--- src/rtl/mem_interconnect_pkg.sv ---
// Shared types and constants for the PicoRV32 memory-bus interconnect.
// Timeout support is selected with MEM_INTERCONNECT_TIMEOUT_EN.
package mem_interconnect_pkg;

    typedef enum logic [1:0] {
        IDLE   = 2'd0,
        ACTIVE = 2'd1,
        RESP   = 2'd2
    } state_t;

    typedef enum logic {
        CAUSE_DECODE  = 1'b0,
        CAUSE_TIMEOUT = 1'b1
    } cause_t;

    localparam logic [31:0] DEFAULT_ERR_DATA = 32'hBADB_AD00;

    // Wide enough for the largest legal TIMEOUT (65535).
    localparam int CNT_W = 16;

    function automatic int sel_width(input int n);
        return (n > 1) ? $clog2(n) : 1;
    endfunction

endpackage

--- src/rtl/mem_addr_decode.sv ---
// Base/mask window decoder; the lowest matching slave index wins.
// Purely combinational, no clock or reset.
module mem_addr_decode
    import mem_interconnect_pkg::*;
#(
    parameter int NUM_SLAVES = 4,
    parameter int ADDR_W     = 32,
    parameter int SEL_W      = 2,
    parameter logic [NUM_SLAVES*ADDR_W-1:0] SLAVE_BASE = '0,
    parameter logic [NUM_SLAVES*ADDR_W-1:0] SLAVE_MASK = '0
) (
    input  logic [ADDR_W-1:0] addr,
    output logic              hit,
    output logic [SEL_W-1:0]  sel
);

    logic [ADDR_W-1:0] base;
    logic [ADDR_W-1:0] mask;

    // Walk downwards so the last assignment is the lowest hit.
    always_comb begin
        hit  = 1'b0;
        sel  = '0;
        base = '0;
        mask = '0;
        for (int i = NUM_SLAVES - 1; i >= 0; i--) begin
            base = SLAVE_BASE[i*ADDR_W +: ADDR_W];
            mask = SLAVE_MASK[i*ADDR_W +: ADDR_W];
            if ((addr & mask) == base) begin
                hit = 1'b1;
                sel = SEL_W'(i);
            end
        end
    end

endmodule

--- src/rtl/mem_interconnect.sv ---
// Single-master, N-slave PicoRV32 bus interconnect with error capture.
// Define MEM_INTERCONNECT_TIMEOUT_EN to enable the per-access timeout.
module mem_interconnect
    import mem_interconnect_pkg::*;
#(
    parameter int NUM_SLAVES = 4,
    parameter int ADDR_W     = 32,
    parameter int DATA_W     = 32,
    parameter logic [NUM_SLAVES*ADDR_W-1:0] SLAVE_BASE = {
        32'h0300_0000, 32'h0200_0000,
        32'h0010_0000, 32'h0000_0000
    },
    parameter logic [NUM_SLAVES*ADDR_W-1:0] SLAVE_MASK = {
        32'hFF00_0000, 32'hFF00_0000,
        32'hFFF0_0000, 32'hFFF0_0000
    },
    parameter int unsigned TIMEOUT = 255,
    parameter logic [DATA_W-1:0] ERR_DATA =
        DATA_W'(DEFAULT_ERR_DATA)
) (
    input  logic                         clk,
    input  logic                         rst,
    input  logic                         m_valid,
    input  logic [ADDR_W-1:0]            m_addr,
    input  logic [DATA_W-1:0]            m_wdata,
    input  logic [DATA_W/8-1:0]          m_wstrb,
    output logic                         m_ready,
    output logic [DATA_W-1:0]            m_rdata,
    output logic [NUM_SLAVES-1:0]        s_valid,
    output logic [ADDR_W-1:0]            s_addr,
    output logic [DATA_W-1:0]            s_wdata,
    output logic [DATA_W/8-1:0]          s_wstrb,
    input  logic [NUM_SLAVES-1:0]        s_ready,
    input  logic [NUM_SLAVES*DATA_W-1:0] s_rdata,
    output logic                         err_valid,
    output logic                         err_cause,
    output logic [ADDR_W-1:0]            err_addr,
    input  logic                         err_clr
);

    localparam int SEL_W = sel_width(NUM_SLAVES);

    state_t            state_q;
    state_t            state_d;
    logic [SEL_W-1:0]  sel_q;
    logic [SEL_W-1:0]  dec_sel;
    logic              dec_hit;
    logic              sel_ready;
    logic [DATA_W-1:0] sel_rdata;
    logic [DATA_W-1:0] rdata_q;
    logic              miss;
    logic              tmo;
    logic              err_new;
    logic              err_valid_q;
    cause_t            err_cause_q;
    logic [ADDR_W-1:0] err_addr_q;

    mem_addr_decode #(
        .NUM_SLAVES (NUM_SLAVES),
        .ADDR_W     (ADDR_W),
        .SEL_W      (SEL_W),
        .SLAVE_BASE (SLAVE_BASE),
        .SLAVE_MASK (SLAVE_MASK)
    ) u_decode (
        .addr (m_addr),
        .hit  (dec_hit),
        .sel  (dec_sel)
    );

    assign s_addr  = m_addr;
    assign s_wdata = m_wdata;
    assign s_wstrb = m_wstrb;

    always_comb begin
        sel_ready = 1'b0;
        sel_rdata = '0;
        for (int i = 0; i < NUM_SLAVES; i++) begin
            if (sel_q == SEL_W'(i)) begin
                sel_ready = s_ready[i];
                sel_rdata = s_rdata[i*DATA_W +: DATA_W];
            end
        end
    end

    assign miss = (state_q == IDLE) && m_valid && !dec_hit;

`ifdef MEM_INTERCONNECT_TIMEOUT_EN
    logic [CNT_W-1:0] cnt_q;

    always_ff @(posedge clk) begin
        if (rst) begin
            cnt_q <= '0;
        end else if (state_q == ACTIVE) begin
            cnt_q <= cnt_q + 1'b1;
        end else begin
            cnt_q <= '0;
        end
    end

    // A ready on the threshold cycle still wins.
    assign tmo = (state_q == ACTIVE) && !sel_ready
              && (cnt_q == CNT_W'(TIMEOUT - 1));
`else
    logic unused_timeout;
    assign unused_timeout = ^TIMEOUT;
    assign tmo = 1'b0;
`endif

    assign err_new = miss || tmo;

    always_ff @(posedge clk) begin
        if (rst) begin
            state_q <= IDLE;
        end else begin
            state_q <= state_d;
        end
    end

    always_comb begin
        state_d = state_q;
        unique case (state_q)
            IDLE: begin
                if (m_valid) begin
                    state_d = dec_hit ? ACTIVE : RESP;
                end
            end
            ACTIVE: begin
                if (sel_ready || tmo) begin
                    state_d = RESP;
                end
            end
            RESP:    state_d = IDLE;
            default: state_d = IDLE;
        endcase
    end

    always_comb begin
        m_ready = (state_q == RESP);
        s_valid = '0;
        for (int i = 0; i < NUM_SLAVES; i++) begin
            s_valid[i] = (state_q == ACTIVE)
                      && (sel_q == SEL_W'(i));
        end
    end

    always_ff @(posedge clk) begin
        if (rst) begin
            sel_q   <= '0;
            rdata_q <= '0;
        end else begin
            if ((state_q == IDLE) && m_valid) begin
                sel_q <= dec_sel;
            end
            if (miss) begin
                rdata_q <= ERR_DATA;
            end else if ((state_q == ACTIVE) && sel_ready) begin
                rdata_q <= sel_rdata;
            end else if (tmo) begin
                rdata_q <= ERR_DATA;
            end
        end
    end

    // The first error is kept until cleared; a clear lets a new one in.
    always_ff @(posedge clk) begin
        if (rst) begin
            err_valid_q <= 1'b0;
            err_cause_q <= CAUSE_DECODE;
            err_addr_q  <= '0;
        end else if (err_new && (!err_valid_q || err_clr)) begin
            err_valid_q <= 1'b1;
            err_cause_q <= tmo ? CAUSE_TIMEOUT : CAUSE_DECODE;
            err_addr_q  <= m_addr;
        end else if (err_clr) begin
            err_valid_q <= 1'b0;
        end
    end

    assign m_rdata   = rdata_q;
    assign err_valid = err_valid_q;
    assign err_cause = err_cause_q;
    assign err_addr  = err_addr_q;

endmodule

--- config.mk ---
export PLATFORM = sky130hd
export DESIGN_NAME = mem_interconnect
export DESIGN_NICKNAME = d
export VERILOG_FILES = /design/src/rtl/mem_interconnect_pkg.sv /design/src/rtl/mem_addr_decode.sv /design/src/rtl/mem_interconnect.sv
export SDC_FILE = /design/constraint.sdc
export NUM_CORES = 1
export LEC_CHECK = 0
export CAP_MARGIN = 40
export CORE_AREA = 2 2 133 135
export CTS_CLUSTER_DIAMETER = 200
export CTS_CLUSTER_SIZE = 20
export DETAILED_ROUTE_END_ITERATION = 7
export DIE_AREA = 0 0 135 137
export REMOVE_ABC_BUFFERS = 1
export SYNTH_ARGS = -nofsm -noshare
export SYNTH_HDL_FRONTEND = slang
export SYNTH_SLANG_ARGS = --single-unit
--- constraint.sdc ---
create_clock -name clk -period 2.7 [get_ports clk]
set_input_delay 0.54 -clock clk [delete_from_list [all_inputs] [get_ports clk]]
set_output_delay 0.54 -clock clk [all_outputs]
set_load 0.05 [all_outputs]
==> results.md, run 1 <==
* P_int at 0.00237 W
* Synth Area in Compound Gates at 0.0667
* Finished Cell Area at 0.00677 mm^2
* Highest routed layer: met5
* Total Routed Length at 14800 um
* Met2 WL at between 6000 and 7000 um
* Hold-fix buffers, CTS at 0
* Period minus WS final at 2450 ps
* Initial core utilization at 0.234
* Final Cycle Share at 0.909
* Post-layout net count at 838
* Max_cap viols at 0
* WL met1 at 5770 um
* Worst setup margin at 247 ps
* # Post-CTS Setup Buffers at 0
* Clock share of power at 0.393
* Worst-path clk slew at approximately 50 ps
* Detail Route Antenna Nets at 0
* Crit end category: output pin
* Main combinational cell family by area after synthesis: multiplexers
* Post-synthesis sequential area ratio at 0.346
* FF+latch count, synth at 69
* Post-DP Area at approximately 0.0064 mm^2
* Syn_area_per_cell at 9.29 um^2
* Worst Path Required at roughly 2200 ps
* GRT Total Usage at 0.159
* Longest Clk Path Bufs at 2
* Fin. max-slew vios at 0
* DRT iter0 DRCs at 108
* First-pass GRT wire length at 21700 um
* Area grow syn2layout at 69.5%
* Root buffer cell: clkbuf_16
* Worst-case hold slack at 452 ps
* RSZ-0062 raised after global routing: no
* IO Count at 343
* Status: finished, final reports clean
* Routability cong. at 0.723
* Hpwl dp at between 10000 and 15000 um
* Layout Cells excl Fill at about 860
* Adder-Cell Fraction of Synth Area at 0
* Via count at 3849
* Number of port buffers at ~270
* Sw Ratio at 0.283
* Worst Skew at between 4 and 5 ps
* DIE AREA at 0.0185 mm^2
* Die H at 137 um
* Vias per cell at approximately 4.5
* Fmax at just over 0.4 GHz
* Comb power frac at 0.272
* Power per cell area at 487 mW/mm^2
* Area of the core at 0.0171 mm^2
* Drt first pass iters at 6
* N_diodes at 0
* Sw Pwr at between 0.0009 and 0.001 W
* Initial antenna violation count at 0
* XOR/XNOR Fraction of Synth Area at 0
* Routed WL per cell at 17.1 um
* Synth Warn # at 0
* Synthesized area at 0.00400 mm^2
* Vias in the first global route at 3911
* Synthesized instance count at 430
* Leakage at 2.49 nW
* Simple-gate share of the synthesized area at 0.159
* Multiplexer share of the synthesized area at 0.264
* CTS sink cnt at 69
* Residual DRC at 0
* Row count at 48
* Crit Path Max Fanout at 5
* Largest net degree at the start of global routing at 65
* Post-CTS resize count at 0
* Worst Max-Slew Pin Slew at 776 ps
* Final setup viols at 0
* TritonCTS clock tree: yes
* Grt ovf at 0
* Worst-Skew Late Latency at 340 ps
* Share of total power in sequential cells at 0.334
* Hold Vio Cnt, Final at 0
* Worst VDD drop at 269 uV
* Slew HR at 0.483
* Cells after DPL at 848
* Fraction of layout cells with a size suffix above 1 at 0.174
* Dpl ws at -41.7 ps
* H-tree levels at 3
* HP Class: reg2reg
* CTS Buf Count at 9
* Die Wd at 135 um
* Netlist cell types at 32
* Crit start category: register
* Crit path kind: reg2out
* Worst path arrival time at 1910 ps
* Met3 Routed Length at 2070 um
cells in the mapped netlist (all sizes together):
cell type | n | area, um^2
clkbuf | 18 | 67.6
a2bb2oi | 1 | 8.76
nor2 | 3 | 13.8
nor2b | 3 | 18.8
conb | 1 | 3.75
mux4 | 33 | 743
and3b | 1 | 8.76
o21ai | 2 | 13.8
nand2b | 4 | 25.0
nand3 | 2 | 10.0
inv | 2 | 7.50
a21oi | 20 | 100
nor3 | 2 | 10.0
o41ai | 1 | 8.76
a2111oi | 1 | 27.5
and3 | 1 | 6.26
dfxtp | 69 | 1380
and2 | 1 | 6.26
nand2 | 132 | 495
a31oi | 16 | 100
mux2i | 31 | 310
or2 | 1 | 6.26
nor3b | 2 | 15.0
or4 | 2 | 18.8
o211ai | 1 | 7.51
buf | 80 | 581
power groups by stage:
stage	combinational (W)	clock (W)	sequential, W
after floorplan	0.000153	0	0.00131
after global placement	0.000892	0	0.00112
after detailed placement	0.000906	0	0.00113
after CTS	0.000908	0.00135	0.00110
after global routing	0.000946	0.00139	0.00111
final	0.000899	0.00130	0.00110
worst paths after layout:
path / slack (ps) / depth (start not counted) / end / start
worst max register to register: 770 / 4 / m_rdata[19]$_SDFFE_PP0P_ / sel_q[0]$_SDFFE_PP0N_
worst min-delay path: 450 / 2 / m_rdata[18]$_SDFFE_PP0P_ / m_rdata[18]$_SDFFE_PP0P_
worst min register to register: 450 / 2 / m_rdata[18]$_SDFFE_PP0P_ / m_rdata[18]$_SDFFE_PP0P_
worst max-delay path: 250 / 3 / s_valid[1] / state_q[0]$_SDFFE_PP0P_
area by class of cell:
class                   count  area (um^2)
well taps                 225          282
fillers                  1672        10300
repair buffers            291         2810
clock inverters             3         67.6
flip-flops and latches     69         1380
clock buffers              13          260
multi-input cells         261         1960
inverters                   2         7.51
state kept, by name, indices dropped and copies added, names as in the netlist:
name,cells
err_addr,32
err_valid,1
m_rdata,32
sel_q,2
state_q,2
critical path: stages (launching register included):
cell and delay, ps:
dfxtp_1 380, nor2b_1 180, and3b_1 170, clkdlybuf4s50_1 840
cell usage in the layout (no fill, tap or decap), types with 2 or more instances in the layout:
cell               n
nor2b_1            3
buf_4             54
clkbuf_16          9
nand2b_1           4
dfxtp_1           67
mux2i_1           31
nor3_1             2
a31oi_1           16
buf_12             3
dfxtp_2            2
a21oi_1           20
mux4_2            33
clkbuf_1           2
clkdlybuf4s50_1  234
nand3_1            2
bufinv_16          2
nor3b_1            2
nor2_1             2
nand2_1          132
clkbuf_8           2
cell families after synthesis:
kind of cell / Yosys count
AO/OA/AOI/OAI: 42
buffers and inverters: 100
flip-flops: 69
multiplexers: 64
other: 1
AND/OR/NAND/NOR: 154
through the flow:
| step | util | TNS (ps) | power [W] |
|---|---|---|---|
| finish | 0.397 | 0 | 0.00330 |
| global route | 0.397 | 0 | 0.00344 |
| CTS | 0.397 | 0 | 0.00336 |
| detailed placement | 0.378 | -530 | 0.00203 |
| global placement | 0.377 | -916 | 0.00202 |
| floorplan | - | -13480 | 0.00146 |
layer usage:
metal | global-route usage | up-vias
li1 | - | 1819
met1 | 0.178 | 1757
met2 | 0.254 | 254
met3 | 0.0856 | 17
met4 | 0.0538 | 2
met5 | 0.0333 | -
Note: power is estimated with default switching activity, not from simulation.
==> run 2: changes to the inputs <==
==> constraint.sdc (replaced) <==
create_clock -name clk -period 2.4 [get_ports clk]
set_input_delay 0.48 -clock clk [delete_from_list [all_inputs] [get_ports clk]]
set_output_delay 0.48 -clock clk [all_outputs]
set_load 0.05 [all_outputs]
==> results.md, run 2 (synthesis results as in run 1) <==
* Status: finished, final reports clean (unchanged)
* Hold-fix buffers, CTS at 0 (unchanged)
* Comb power frac at 0.302 (was 0.272)
* Sw Ratio at 0.297 (was 0.283)
* Via count at 3916 (was 3849)
* Worst-path clk slew at 60 ps (was 50 ps)
* Post-layout net count at 852 (was 838)
* CTS sink cnt at 69 (unchanged)
* Residual DRC at 0 (unchanged)
* TritonCTS clock tree: yes (unchanged)
* Commonest cells after routing, fill and taps aside: 233 x clkdlybuf4s50_1, 132 x nand2_1, 67 x dfxtp_1 (was 234 x clkdlybuf4s50_1, 132 x nand2_1, 67 x dfxtp_1)
* Largest stage delay, worst path at 580 ps (was 840 ps)
* DIE AREA at 0.0185 mm^2 (unchanged)
* Slowest-stage cell, CP: or4_4 (was clkdlybuf4s50_1)
* N_diodes at 0 (unchanged)
* Crit end category: register (was output pin)
* Detail Route Antenna Nets at 0 (unchanged)
* Fill count at 1653 (was 1672)
* Share of total power in sequential cells at 0.350 (was 0.334)
* Die H at 137 um (unchanged)
* Total Routed Length at 14800 um (about the same)
* Crit Path Max Fanout at 17 (was 5)
* P_int at 0.00249 W (was 0.00237 W)
* Largest net degree at the start of global routing at 38 (was 65)
* IO Count at 343 (unchanged)
* Power per cell area at 502 mW/mm^2 (was 487 mW/mm^2)
* Routability cong. at 0.725 (was 0.723)
* Vias per cell at 4.46 (was 4.45)
* DRT iter0 DRCs at 77 (was 108)
* Crit path kind: in2reg (was reg2out)
* Worst-Skew Late Latency at 330 ps (was 340 ps)
* Area of the core at 0.0171 mm^2 (unchanged)
* Crit start category: input port (was register)
* Vias in the first global route at 3956 (was 3911)
* Grt ovf at 0 (unchanged)
* Longest Clk Path Bufs at 2 (unchanged)
* Register area at 0.00138 mm^2 (unchanged)
* HP Class: reg2reg (unchanged)
* Area of the multi-input gates at 0.00196 mm^2 (unchanged)
* Drt first pass iters at 4 (was 6)
* Sw Pwr at 0.00105 W (was 0.000933 W)
* Worst Max-Slew Pin Slew at 575 ps (was 776 ps)
* Finished Core Util at 0.414 (was 0.397)
* Fraction of layout cells with a size suffix above 1 at 0.194 (was 0.174)
* First-pass GRT wire length at 21400 um (was 21700 um)
* Die Wd at 135 um (unchanged)
* Worst Path Required at 2610 ps (was 2160 ps)
* Leakage at 2.63 nW (was 2.49 nW)
* GRT Total Usage at 0.155 (was 0.159)
* Fmax at 0.445 GHz
* Final setup viols at 0 (unchanged)
* Worst-case hold slack at 451 ps (was 452 ps)
* Clock share of power at 0.348 (was 0.393)
* Number of port buffers at 269 (unchanged)
* Hpwl dp at 12200 um (about the same)
* Worst VDD drop at 300 uV (was 269 uV)
* Row count at 48 (unchanged)
* Hold Vio Cnt, Final at 0 (unchanged)
* Routed WL per cell at 16.8 um (was 17.1 um)
* RSZ-0062 raised after global routing: no (unchanged)
* CTS Buf Count at 9 (unchanged)
* Area grow syn2layout at 76.7% (was 69.5%)
* Most common cell after layout, fill and taps aside: clkdlybuf4s50_1 (unchanged)
* Period minus WS final at 2250 ps
* Worst path arrival time at 2460 ps (was 1910 ps)
* Slew HR at 0.615 (was 0.483)
* Final Cycle Share at 0.937
* H-tree levels at 3 (unchanged)
* Cell Chain, Critical Path: clkdlybuf4s50_1 -> or4_4 -> a2111oi_4 -> buf_4 -> nand2b_1 -> buf_12 -> a31oi_1 (was nor2b_1 -> and3b_1 -> clkdlybuf4s50_1)
* Fin. max-slew vios at 0 (unchanged)
* Worst Skew at 6.91 ps (was 4.19 ps)
* Initial antenna violation count at 1 (was 0)
* Post-CTS resize count at 0 (unchanged)
* Root buffer cell: clkbuf_16 (unchanged)
* Initial core utilization at 0.234 (unchanged)
* Max_cap viols at 0 (unchanged)
[run 2: changes by cell type in the layout (fill, tap and decap cells not counted), sizes merged]
cell and delta:
clkinv +3, clkbuf -1, buf +15, bufinv -2
clkdlybuf4s50 -1
[run 2: final cells by class]
class / count / area share
multi-input combinational: 261 / 0.278
clock inverter: 4 / 0.00319
inverter: 2 / 0.00106
clock buffer: 12 / 0.0363
tap: 225 / 0.0399
sequential: 69 / 0.196
timing repair buffer: 305 / 0.445
[run 2: metrics by stage]
| step | total power, W | TNS, ps | cell area [um^2] | worst slack [ps] | std cells |
|---|---|---|---|---|---|
| 3_3_place_gp | 0.00232 | -12670 | 6720 | -302 | 857 |
| 5_1_grt | 0.00370 | 0 | 7060 | 83.1 | 878 |
| 3_5_place_dp | 0.00234 | -13750 | 6750 | -391 | 858 |
| 4_1_cts | 0.00361 | 0 | 7040 | 89.1 | 875 |
| 6_report | 0.00355 | 0 | 7060 | 151 | 878 |
| 2_1_floorplan | 0.00165 | -28110 | 3350 | -720 | 332 |
[run 2: worst max-delay path, delay by kind of cell]
kind            cells  cell delay, ps
compound gates      2             480
buf+inv             3             760
simple gates        2             730
[run 2: path summary, 6_finish.rpt]
| kind | slack [ps] | from | depth (start not counted) | to |
|---|---|---|---|---|
| worst max-delay path | 150 | m_addr[21] | 7 | m_rdata[27]$_SDFFE_PP0P_ |
| worst min register to register | 450 | m_rdata[24]$_SDFFE_PP0P_ | 2 | m_rdata[24]$_SDFFE_PP0P_ |
| worst min-delay path | 450 | m_rdata[24]$_SDFFE_PP0P_ | 2 | m_rdata[24]$_SDFFE_PP0P_ |
| worst max register to register | 580 | sel_q[1]$_SDFFE_PP0N_ | 5 | m_rdata[27]$_SDFFE_PP0P_ |
[run 2: what timing repair did]
action | in CTS | in global routing
setup endpoints to repair | 15 | 3
setup buffers | 1 | 3
pin swaps | 1 | 1
[run 2: layer usage]
layer  GRT usage  up-vias  part of all wire
met5      0.0361        -            0.0058
met4      0.0498        4             0.015
met3      0.0881       20              0.14
li1            -     1843                 -
met1       0.180     1793              0.40
met2       0.240      256              0.44
[run 2: power groups by stage]
stage / Combinational [W] / Clock [W] / Sequential [W]
detailed placement: 0.00107 / 0 / 0.00127
floorplan: 0.000172 / 0 / 0.00147
CTS: 0.00108 / 0.00129 / 0.00124
finish: 0.00107 / 0.00123 / 0.00124
global placement: 0.00105 / 0 / 0.00126
global route: 0.00112 / 0.00133 / 0.00125
==> run 3: changes to the inputs <==
--- a/config.mk
+++ b/config.mk
@@ -5,10 +5,11 @@
 export SDC_FILE = /design/constraint.sdc
 export NUM_CORES = 1
 export LEC_CHECK = 0
-export CAP_MARGIN = 40
+export CAP_MARGIN = 25
 export CORE_AREA = 2 2 133 135
+export CTS_BUF_LIST = sky130_fd_sc_hd__clkbuf_16
 export CTS_CLUSTER_DIAMETER = 200
-export CTS_CLUSTER_SIZE = 20
+export CTS_CLUSTER_SIZE = 30
 export DETAILED_ROUTE_END_ITERATION = 7
 export DIE_AREA = 0 0 135 137
 export REMOVE_ABC_BUFFERS = 1
==> results.md, run 3 (synthesis results as in run 1) <==
* Period minus WS final at 2270 ps (was 2250 ps)
* TritonCTS clock tree: yes (unchanged)
* Longest Clk Path Bufs at 2 (unchanged)
* Crit Path Max Fanout at 24 (was 17)
* Slew HR at 0.612 (was 0.615)
* Setup TNS at 0 ps (unchanged)
* Row count at 48 (unchanged)
* Final setup viols at 0 (unchanged)
* Worst Max-Slew Pin Slew at 580 ps (was 575 ps)
* Commonest cells after routing, fill and taps aside: 233 x clkdlybuf4s50_1, 132 x nand2_1, 67 x dfxtp_1 (unchanged)
* Dpl ws at -323 ps (was -391 ps)
* Worst setup margin at 133 ps (was 151 ps)
* Area grow syn2layout at 75.4% (was 76.7%)
* Drt first pass iters at 6 (was 4)
* Worst Path Required at 2610 ps (about the same)
* Crit end category: register (unchanged)
* Finished Core Util at 0.411 (was 0.414)
* RSZ-0062 raised after global routing: no (unchanged)
* Max_cap viols at 0 (unchanged)
* Pwr Total at 0.00347 W (was 0.00355 W)
* Fraction of layout cells with a size suffix above 1 at 0.188 (was 0.194)
* Routability cong. at 0.725 (unchanged)
* Detail Route Antenna Nets at 0 (unchanged)
* Final Cycle Share at 0.945 (was 0.937)
* Initial antenna violation count at 1 (unchanged)
* Worst VDD drop at 300 uV (about the same)
* CTS Buf Count at 9 (unchanged)
* CP Buf/Inv Count at 3 (unchanged)
* Worst-path clk slew at 60 ps (about the same)
* Residual DRC at 0 (unchanged)
* Top delay family on crit path: buffers and inverters (unchanged)
* Most common cell after layout, fill and taps aside: clkdlybuf4s50_1 (unchanged)
* IO Count at 343 (unchanged)
* Largest net degree at the start of global routing at 38 (unchanged)
* Largest stage delay, worst path at 580 ps (about the same)
* Worst Skew at 7.87 ps (was 6.91 ps)
* Die Wd at 135 um (unchanged)
* DRT iter0 DRCs at 106 (was 77)
* Fin. max-slew vios at 0 (unchanged)
* Worst path arrival time at 2480 ps (was 2460 ps)
* Crit path kind: in2reg (unchanged)
* Hold Vio Cnt, Final at 0 (unchanged)
* Via count at 3857 (was 3916)
* Crit path from: m_addr[21] (unchanged)
* Hpwl dp at 12200 um (about the same)
* Crit start category: input port (unchanged)
* Cell Chain, Critical Path: clkdlybuf4s50_1 -> or4_4 -> a2111oi_4 -> buf_4 -> nor2_4 -> buf_12 -> mux2i_1 (was clkdlybuf4s50_1 -> or4_4 -> a2111oi_4 -> buf_4 -> nand2b_1 -> buf_12 -> a31oi_1)
* First-pass GRT wire length at 21600 um (was 21400 um)
* HP Class: reg2reg (unchanged)
* Power per cell area at 496 mW/mm^2 (was 502 mW/mm^2)
* Die H at 137 um (unchanged)
* Post-DP Area at 0.00674 mm^2 (was 0.00675 mm^2)
* Finished Cell Area at 0.00701 mm^2 (was 0.00706 mm^2)
* Routed WL per cell at 16.8 um (about the same)
* FF-to-FF Start: sel_q[1]$_SDFFE_PP0N_ (unchanged)
* Total Routed Length at 14700 um (was 14800 um)
* Post-layout net count at 849 (was 852)
* Initial core utilization at 0.234 (unchanged)
* Slowest-stage cell, CP: or4_4 (unchanged)
* Grt ovf at 0 (unchanged)
* GRT Total Usage at 0.156 (was 0.155)
* Worst hold start: m_rdata[14]$_SDFFE_PP0P_ (was m_rdata[24]$_SDFFE_PP0P_)
* Fmax at 0.441 GHz (was 0.445 GHz)
* Post-CTS resize count at 0 (unchanged)
* Worst-Skew Late Latency at 330 ps (about the same)
* Area of the core at 0.0171 mm^2 (unchanged)
* Vias in the first global route at 3924 (was 3956)
* Vias per cell at 4.41 (was 4.46)
* Root buffer cell: clkbuf_16 (unchanged)
* Number of port buffers at 269 (unchanged)
* CTS sink cnt at 69 (unchanged)
* Status: finished, final reports clean (unchanged)
* N_diodes at 0 (unchanged)
* H-tree levels at 3 (unchanged)
* Fill count at 1661 (was 1653)
* DIE AREA at 0.0185 mm^2 (unchanged)
* Leakage at 2.60 nW (was 2.63 nW)
[run 3: cell types whose count changed in the layout (fill, tap and decap cells not counted)]
cell,previous run,this run
clkbuf_1,1,0
buf_4,51,48
clkbuf_8,2,0
clkinv_1,0,2
buf_16,1,0
buf_12,20,21
inv_1,1,2
[run 3: cell type report]
class / count / area (um^2) / area share
multi-input cells: 261 / 1960 / 0.280
flip-flops and latches: 69 / 1380 / 0.197
clock inverters: 7 / 33.8 / 0.00482
well taps: 225 / 282 / 0.0402
inverters: 2 / 7.51 / 0.00107
clock buffers: 9 / 225 / 0.0321
repair buffers: 302 / 3110 / 0.444
[run 3: worst min-delay path: cells and delay by family (launching register included)]
kind               cells  cell delay [ps]
DFF                    1              300
and+or+nand+nor        1               50
AOI/OAI and AO/OA      1               50
[run 3: through the flow]
| step | hold slack, ps | cells |
|---|---|---|
| after floorplan | 450 | 332 |
| after global placement | 442 | 857 |
| after detailed placement | 448 | 858 |
| after CTS | 455 | 874 |
| after global routing | 472 | 875 |
| final | 452 | 875 |
[run 3: path summary, 6_finish.rpt]
check	to	slack, ps	cells after the start
worst max-delay path	err_addr[8]$_SDFFE_PP0P_	130	7
worst min-delay path	m_rdata[14]$_SDFFE_PP0P_	450	2
worst max register to register	m_rdata[27]$_SDFFE_PP0P_	570	5
worst min register to register	m_rdata[14]$_SDFFE_PP0P_	450	2
[run 3: repair_timing]
item,CTS,global route
hold endpoints to repair,0,0
setup buffers,0,1
hold buffers,0,0
endpoints found under the setup margin,0,24
[run 3: where the power goes]
| part | switching, W | internal [W] |
|---|---|---|
| Sequential | 0.0000330 | 0.00121 |
| Clock | 0.000488 | 0.000682 |
| Combinational | 0.000534 | 0.000528 |
| Total | 0.00105 | 0.00242 |
[run 3: metal layers]
layer / GRT usage / up-vias / routed length [um]
met5: 0.0333 / - / 90
li1: - / 1846 / -
met2: 0.238 / 257 / 6380
met4: 0.0509 / 4 / 230
met1: 0.183 / 1730 / 5970
met3: 0.0878 / 20 / 2060
